`src/rtl/sdes_round_engine.sv`:
```
// Two-round S-DES Feistel core sitting between IP and FP: fk(Ka), SW, fk(Kb),
// one clocked round per cycle, result held on a valid/ready output port.
module sdes_round_engine #(
  parameter bit KEY_LATCH = 1'b1
) (
  input  logic       clk,
  input  logic       rst_n,
  input  logic       in_valid,
  output logic       in_ready,
  input  logic [7:0] input_data,
  input  logic       mode,
  input  logic [7:0] k1,
  input  logic [7:0] k2,
  output logic       out_valid,
  input  logic       out_ready,
  output logic [7:0] round_data,
  output logic       busy
);

  // Handshake rule for both ports: a transfer happens on a rising clk edge
  // where valid and ready are both 1; valid holds its payload until then.

  typedef enum logic [1:0] {IDLE, RND1, RND2, DONE} state_t;

  // S-box tables, row-major, indexed by {row, col}
  localparam logic [1:0] S0 [16] = '{
    2'd1, 2'd0, 2'd3, 2'd2,
    2'd3, 2'd2, 2'd1, 2'd0,
    2'd0, 2'd2, 2'd1, 2'd3,
    2'd3, 2'd1, 2'd3, 2'd2
  };
  localparam logic [1:0] S1 [16] = '{
    2'd0, 2'd1, 2'd2, 2'd3,
    2'd2, 2'd0, 2'd1, 2'd3,
    2'd3, 2'd0, 2'd1, 2'd0,
    2'd2, 2'd1, 2'd0, 2'd3
  };

  state_t     state;
  logic [3:0] l_q;
  logic [3:0] r_q;
  logic [7:0] k1_q;
  logic [7:0] k2_q;
  logic       mode_q;
  logic       in_ready_q;
  logic       out_valid_q;
  logic       busy_q;

  logic [7:0] k1_use;
  logic [7:0] k2_use;
  logic       use_k1;
  logic [7:0] rnd_key;
  logic [3:0] f_out;

  function automatic logic [3:0] f_func(input logic [3:0] r, input logic [7:0] k);
    logic [7:0] x;
    logic [1:0] s0;
    logic [1:0] s1;
    x  = {r[0], r[3], r[2], r[1], r[2], r[1], r[0], r[3]} ^ k;
    s0 = S0[{x[7], x[4], x[6], x[5]}];
    s1 = S1[{x[3], x[0], x[2], x[1]}];
    return {s0[0], s1[0], s1[1], s0[1]};
  endfunction

  assign k1_use  = KEY_LATCH ? k1_q : k1;
  assign k2_use  = KEY_LATCH ? k2_q : k2;
  // Encrypt takes K1 in the first round; decrypt reverses the order.
  assign use_k1  = (state == RND1) ^ mode_q;
  assign rnd_key = use_k1 ? k1_use : k2_use;
  assign f_out   = f_func(r_q, rnd_key);

  always_ff @(posedge clk or negedge rst_n) begin
    if (!rst_n) begin
      state       <= IDLE;
      l_q         <= 4'h0;
      r_q         <= 4'h0;
      k1_q        <= 8'h00;
      k2_q        <= 8'h00;
      mode_q      <= 1'b0;
      in_ready_q  <= 1'b0;
      out_valid_q <= 1'b0;
      busy_q      <= 1'b0;
    end else begin
      case (state)
        IDLE: begin
          in_ready_q <= 1'b1;
          if (in_valid && in_ready_q) begin
            l_q        <= input_data[7:4];
            r_q        <= input_data[3:0];
            mode_q     <= mode;
            k1_q       <= k1;
            k2_q       <= k2;
            in_ready_q <= 1'b0;
            busy_q     <= 1'b1;
            state      <= RND1;
          end
        end
        RND1: begin
          l_q   <= r_q;
          r_q   <= l_q ^ f_out;
          state <= RND2;
        end
        RND2: begin
          l_q         <= l_q ^ f_out;
          out_valid_q <= 1'b1;
          state       <= DONE;
        end
        DONE: begin
          if (out_ready) begin
            out_valid_q <= 1'b0;
            busy_q      <= 1'b0;
            in_ready_q  <= 1'b1;
            state       <= IDLE;
          end
        end
        default: state <= IDLE;
      endcase
    end
  end

  assign in_ready   = in_ready_q;
  assign out_valid  = out_valid_q;
  assign busy       = busy_q;
  assign round_data = {l_q, r_q};

endmodule

```
`config.mk`:
```
export PLATFORM = sky130hd
export DESIGN_NAME = sdes_round_engine
export DESIGN_NICKNAME = d
export VERILOG_FILES = /design/src/rtl/sdes_round_engine.sv
export SDC_FILE = /design/constraint.sdc
export NUM_CORES = 1
export LEC_CHECK = 0
export CORE_AREA = 10 10 76 78
export DETAILED_ROUTE_END_ITERATION = 16
export DIE_AREA = 0 0 86 88
export GPL_TIMING_DRIVEN = 0
export HOLD_SLACK_MARGIN = 0.12
export PLACE_DENSITY = 0.68
export RECOVER_POWER = 50
export SLEW_MARGIN = 20
export SYNTH_ARGS = -nofsm -noshare
export SYNTH_HDL_FRONTEND = slang
export SYNTH_SLANG_ARGS = --single-unit
```
`constraint.sdc`:
```
create_clock -name clk -period 2.7 [get_ports clk]
set_input_delay 0.54 -clock clk [delete_from_list [all_inputs] [get_ports clk]]
set_output_delay 0.54 -clock clk [all_outputs]
set_load 0.1 [all_outputs]
```
# --- Word level (Yosys, flattened, before mapping) ---
# Memories as Yosys holds them, arrays and structs flattened.
# Cells that the tools add are included.
classes:
  n_bitwise: 5
  mux: 19
  n_reduce_logical: 13
  magnitude_cmp: 2
  eq_ne: 5
ops:
  columns: ["operator", "count"]
  rows:
  - ["2-bit 2-to-1 mux", 6]
  - ["4-bit case mux with 3 select lines", 1]
  - ["2-bit AND reduction", 6]
  - ["5-bit >= comparator, second input constant", 2]
  - ["4-bit inverter with 5-bit output", 2]
  - ["4-bit 2-to-1 mux", 2]
  - ["8-bit 2-to-1 mux", 1]
  - ["2-bit case mux with 4 select lines", 1]
  - ["4-bit case mux with 2 select lines", 1]
  - ["8-bit bitwise XOR", 1]
  - ["1-bit case mux with 2 select lines", 3]
  - ["2-bit nonzero test", 3]
  - ["2-bit == test, second input constant", 2]
  - ["1-bit 2-to-1 mux", 4]
  - ["2-bit != test, second input constant", 2]
  - ["4-bit bitwise XOR", 1]
  - ["3-bit AND reduction", 1]
  - ["3-bit nonzero test", 1]
  - ["2-bit by 1-bit == test with 1-bit output, second input constant", 1]
  - ["2-bit logical NOT", 1]
  - ["1-bit logical AND", 1]
  - ["1-bit bitwise XOR", 1]
word_totals:
  reg_bits: 30
  rom_bits: 64
  output_inout_bits: 11
  elab_cells: 55
  in_bits: 29
  memories: 2
mem_list:
  columns: ["name", "depth", "word_bits", "rd", "rd_clocked_by_memory_dff", "write_ports", "line_no", "text"]
  rows:
  - ["(name not given)", 16, 2, 1, 0, 0, "61", "s1 = S1[{x[3], x[0], x[2], x[1]}];"]
  - ["(name not given)", 16, 2, 1, 0, 0, "60", "s0 = S0[{x[7], x[4], x[6], x[5]}];"]

# --- Longest topological paths before layout ---
depth:
  depth_word: 10
  ltp_mapped: 11
  ltp_nobuf: 11

# --- Least setup slack after synthesis ---
# Ideal clock, no wire load.
synth_path:
  path_type: "reg2reg"
  start: "register state[0]"
  end: "register r_q[1]"
  path_stages_with_launch: 10
  t_required_ns: 2.578
  n_path_buf: 0
  path_slack_ns: 0.319
  t_arrival_ns: 2.259
  path_cell_list: "dfrtp_1 > ha_1 > xnor2_4 > mux2i_1 > xnor2_1 > inv_1 > ha_1 > a2bb2oi_1 > mux2i_1 > nand2_1"
synth_via:
  elab_chain_len: 10
  elab_cells_between_ends: 14
  classes_between: "eq/ne (2); mux (4); bitwise (4); reduce/logical (3); memory (1)"
synth_lines:
  columns: ["item", "line_no", "text"]
  rows:
  - ["start, declared", "39", "state_t state;"]
  - ["start signal, assigned", "74", "state <= IDLE;"]
  - ["start signal, assigned", "95", "state <= RND1;"]
  - ["start signal, assigned", "101", "state <= RND2;"]
  - ["2-bit by 1-bit == test with 1-bit output", "68, 84", null]
  - ["1-bit bitwise XOR", "68", "assign use_k1 = (state == RND1) ^ mode_q;"]
  - ["8-bit 2-to-1 mux", "69", "assign rnd_key = use_k1 ? k1_use : k2_use;"]
  - ["8-bit bitwise XOR", "59", "x = {r[0], r[3], r[2], r[1], r[2], r[1], r[0], r[3]} ^ k;"]
  - ["4-bit inverter with 5-bit output (implied by the code)", "61", null]
  - ["memory read 16 x 2 bit", null, null]
  - ["2-bit 2-to-1 mux (implied by the code) (2 in a row)", "61", null]
  - ["4-bit bitwise XOR", "100", "r_q <= l_q ^ f_out;"]
  - ["4-bit case mux with 2 select lines", "84", "case (state)"]
  - ["end signal, assigned", "89", "r_q <= input_data[3:0];"]
  - ["end signal, assigned", "100", null]
  - ["end, declared", "41", "logic [3:0] r_q;"]
# Several ways; a longest one is shown, not always the timed one. The select of a mux whose other input is x is not followed.
# A chain may end at the register's enable or synchronous reset.

# --- Final worst setup path ---
layout_path:
  start: "register r_q[3]"
  end: "output port round_data[3]"
layout_lines:
  columns: ["item", "line_no", "text"]
  rows:
  - ["end, declared", "16", "output logic [7:0] round_data,"]
# No word-level cell between the ends.

==> results by group <==
Worst setup path
  • Critical-path cell list: clkdlybuf4s50_1
  • Setup CP Type: flop to output port
  • CP Max Fanout: 5
  • RR Startpoint: state[1]
  • Crit end category: output port
  • Worst EP arrival: 1.97 ns
  • Slowest-stage cell, CP: clkdlybuf4s50_1
  • Worst path bufs/invs: 1
  • Startpoint class of the critical path: flop
  • CP top delay family: buffers and inverters
  • Worst R2R End: r_q[0]
  • R2R depth: 10
  • CP required: 2.16 ns
  • R2r setup slk: 0.19 ns
  • CP peak stage delay: 1.20 ns

Cells and area
  • Nets: 260
  • Final core occ: 0.566
  • Register Area: 751 sq um
  • Area Growth Syn to Fin: 35.3%
  • Area taken by multi-input logic gates: 1010 sq um
  • Proportion of layout cells with a drive suffix above 1: 0.189
  • Diodes inserted: 0
  • Fillers: ~380

STA
  • Fmax: approximately 400 MHz
  • Worst hold slack: 0.505 ns
  • Setup TNS Final: 0 ns
  • Final min period: 2.51 ns
  • Final Hold Vio Count: 0
  • Worst Max-Slew Pin Slew: 1.67 ns
  • Final Max Tran Viols: 31
  • Final setup fails: 0
  • Clock Skew: approximately 0.008 ns
  • Crit path setup slack, layout: 0.193 ns
  • Rel. slew slack: -0.113
  • Fin crit share: 0.929

Hold path
  • Min-Delay Path Class: flop to flop
  • Hold Path Stages: 1
  • Hold EP: k1_q[1]
  • Min-delay src: k1_q[1]

Clock tree
  • CTS buffer count: 5
  • Clk_lat worst skew: 0.28 ns
  • CTS tree: yes
  • Clock sink total: 30
  • CTS Buffer Depth: 2
  • Clock root buffer: clkbuf_8
  • CTS clk-pin slew, worst paths: 0.07 ns
  • H-tree depth: 2

Die
  • # rows: 24
  • Initial Utilization: 0.419
  • Die W: between 80 and 90 um
  • Ports: 40
  • Die ar.: 7570 sq um
  • Die Span Y: 88 um
  • Core area: 4290 sq um

Detailed routing
  • Starting DRT DRC Count: 70
  • First-pass DRT Iterations: 4
  • DRC: 0
  • Vias/cell: roughly 5.2
  • Post-Route WL: 4240 um
  • Routed Antenna Nets: 0
  • Wire per inst: 15.2 um
  • DR vias: 1439

Logic synthesis
  • Seq/Total Area, Yosys: 0.418
  • Post-synthesis simple-gate area fraction: 0.0877
  • Largest family of logic cells by synthesized area: multiplexers
  • Ys async rst share: 1.00
  • Post-Syn Area: between 1500 and 2000 sq um
  • Yosys top cell by area: dfrtp_1
  • Count leader, synth: dfrtp_1
  • XOR/XNOR Fraction of Synth Area: 0.0919
  • Synth area leaders: dfrtp_1, mux2_2, mux2i_1
  • Ys flop type: dfrtp_1
  • Post-synthesis compound-gate area fraction: 0.158
  • Mapped Cells: 172
  • Yosys top cell area share: 0.418
  • Mux share of post-synthesis cell area: 0.170
  • Post-Synth Adder-Cell Area: 0.0348
  • Avg Inst Size Synth: approximately 10 sq um
  • Syn_nets: about 200
  • Number of synthesized flops with an enable pin: 0
  • Yosys warnings: 0
  • Yosys cell types: 34
  • Post-synth top cells: dfrtp_1, mux2_2, inv_1, o21ai_0, a21oi_1
  • Yosys reg bits: 30

Placed design
  • GP Congestion: roughly 0.8
  • Setup WS pre-CTS: -0.0168 ns
  • HPWL after detailed placement: 3150 um
  • IO Port Bufs: 39

Global route
  • First-pass GRT wire length: 6810 um
  • Pin count of the biggest net entering global routing: 31
  • Grt ovf: 0
  • Tot GR Track Use: 0.112
  • Initial antenna violation count: 0
  • Vias in the first global route: between 1000 and 1500

Run
  • Total of max-cap violations: 1

Run status
  • Status: complete, but fails checks
  • Failing checks: capacitance limit, slew limit
final cells by class:
type | instances | share of cell area
Tap cell | 52 | 0.0267
Clock inverter | 2 | 0.00514
Clock buffer | 6 | 0.0340
Timing Repair Buffer | 47 | 0.183
Inverter | 13 | 0.0201
Multi-Input combinational cell | 123 | 0.414
Buffer | 6 | 0.00926
Sequential cell | 30 | 0.309
worst max path at each step:
stage / slack [ns] / end / depth (start not counted) / from
floorplan: 0.32 / r_q[1] / 9 / state[0]
global placement: 0.03 / r_q[1] / 10 / state[1]
detailed placement: -0.02 / r_q[1] / 10 / state[1]
CTS: 0.01 / r_q[1] / 10 / state[1]
global route: -0.002 / r_q[1] / 11 / state[1]
finish: 0.19 / round_data[3] / 1 / r_q[3]
per-stage QoR:
| step | cell area [sq um] | cells |
|---|---|---|
| 2_1_floorplan | 1800 | 172 |
| 3_3_place_gp | 2250 | 263 |
| 3_5_place_dp | 2250 | 263 |
| 4_1_cts | 2340 | 271 |
| 5_1_grt | 2430 | 279 |
| 6_report | 2430 | 279 |
layer usage:
metal / up-vias / routed length, um / track usage
met5: - / 0 / 0
met1: 685 / 1890 / 0.133
met2: 32 / 2070 / 0.181
met4: 0 / 15 / 0.0359
li1: 720 / - / -
met3: 2 / 259 / 0.0455
timing repair:
action                     in CTS  in global routing
hold buffers                    0                  0
pin swaps                       1                  2
setup endpoints to repair       2                  5
buffers inserted                0                  8
resized for setup               0                  6
sequential cells by signal (all words and copies together), names as in the netlist:
signal,flops
k2_q,8
out_valid,1
busy,1
state,2
l_q,4
mode_q,1
k1_q,8
r_q,4
in_ready,1
cells in the final DEF (no fill, tap or decap), types with 7 or more instances in the layout:
cell / Yosys / routed
clkdlybuf4s50_1: 0 / 38
dfrtp_1: 30 / 30
mux2_2: 17 / 17
inv_1: 13 / 13
o21ai_0: 13 / 13
a21oi_1: 10 / 10
nand3_1: 9 / 9
xnor2_1: 8 / 8
buf_4: 0 / 8
clkbuf_1: 6 / 7
mux2i_1: 9 / 7
nand2_1: 7 / 7
logic make-up after synthesis:
logic type	after synthesis
AOI/OAI and AO/OA	43
and+or+nand+nor	32
DFF	30
muxes	28
buffers and inverters	19
xor gates and xnor gates	15
adders and majority gates	5
Power is not shown: default switching activity piles up to over one toggle a cycle in this logic, so the estimate is an artifact.
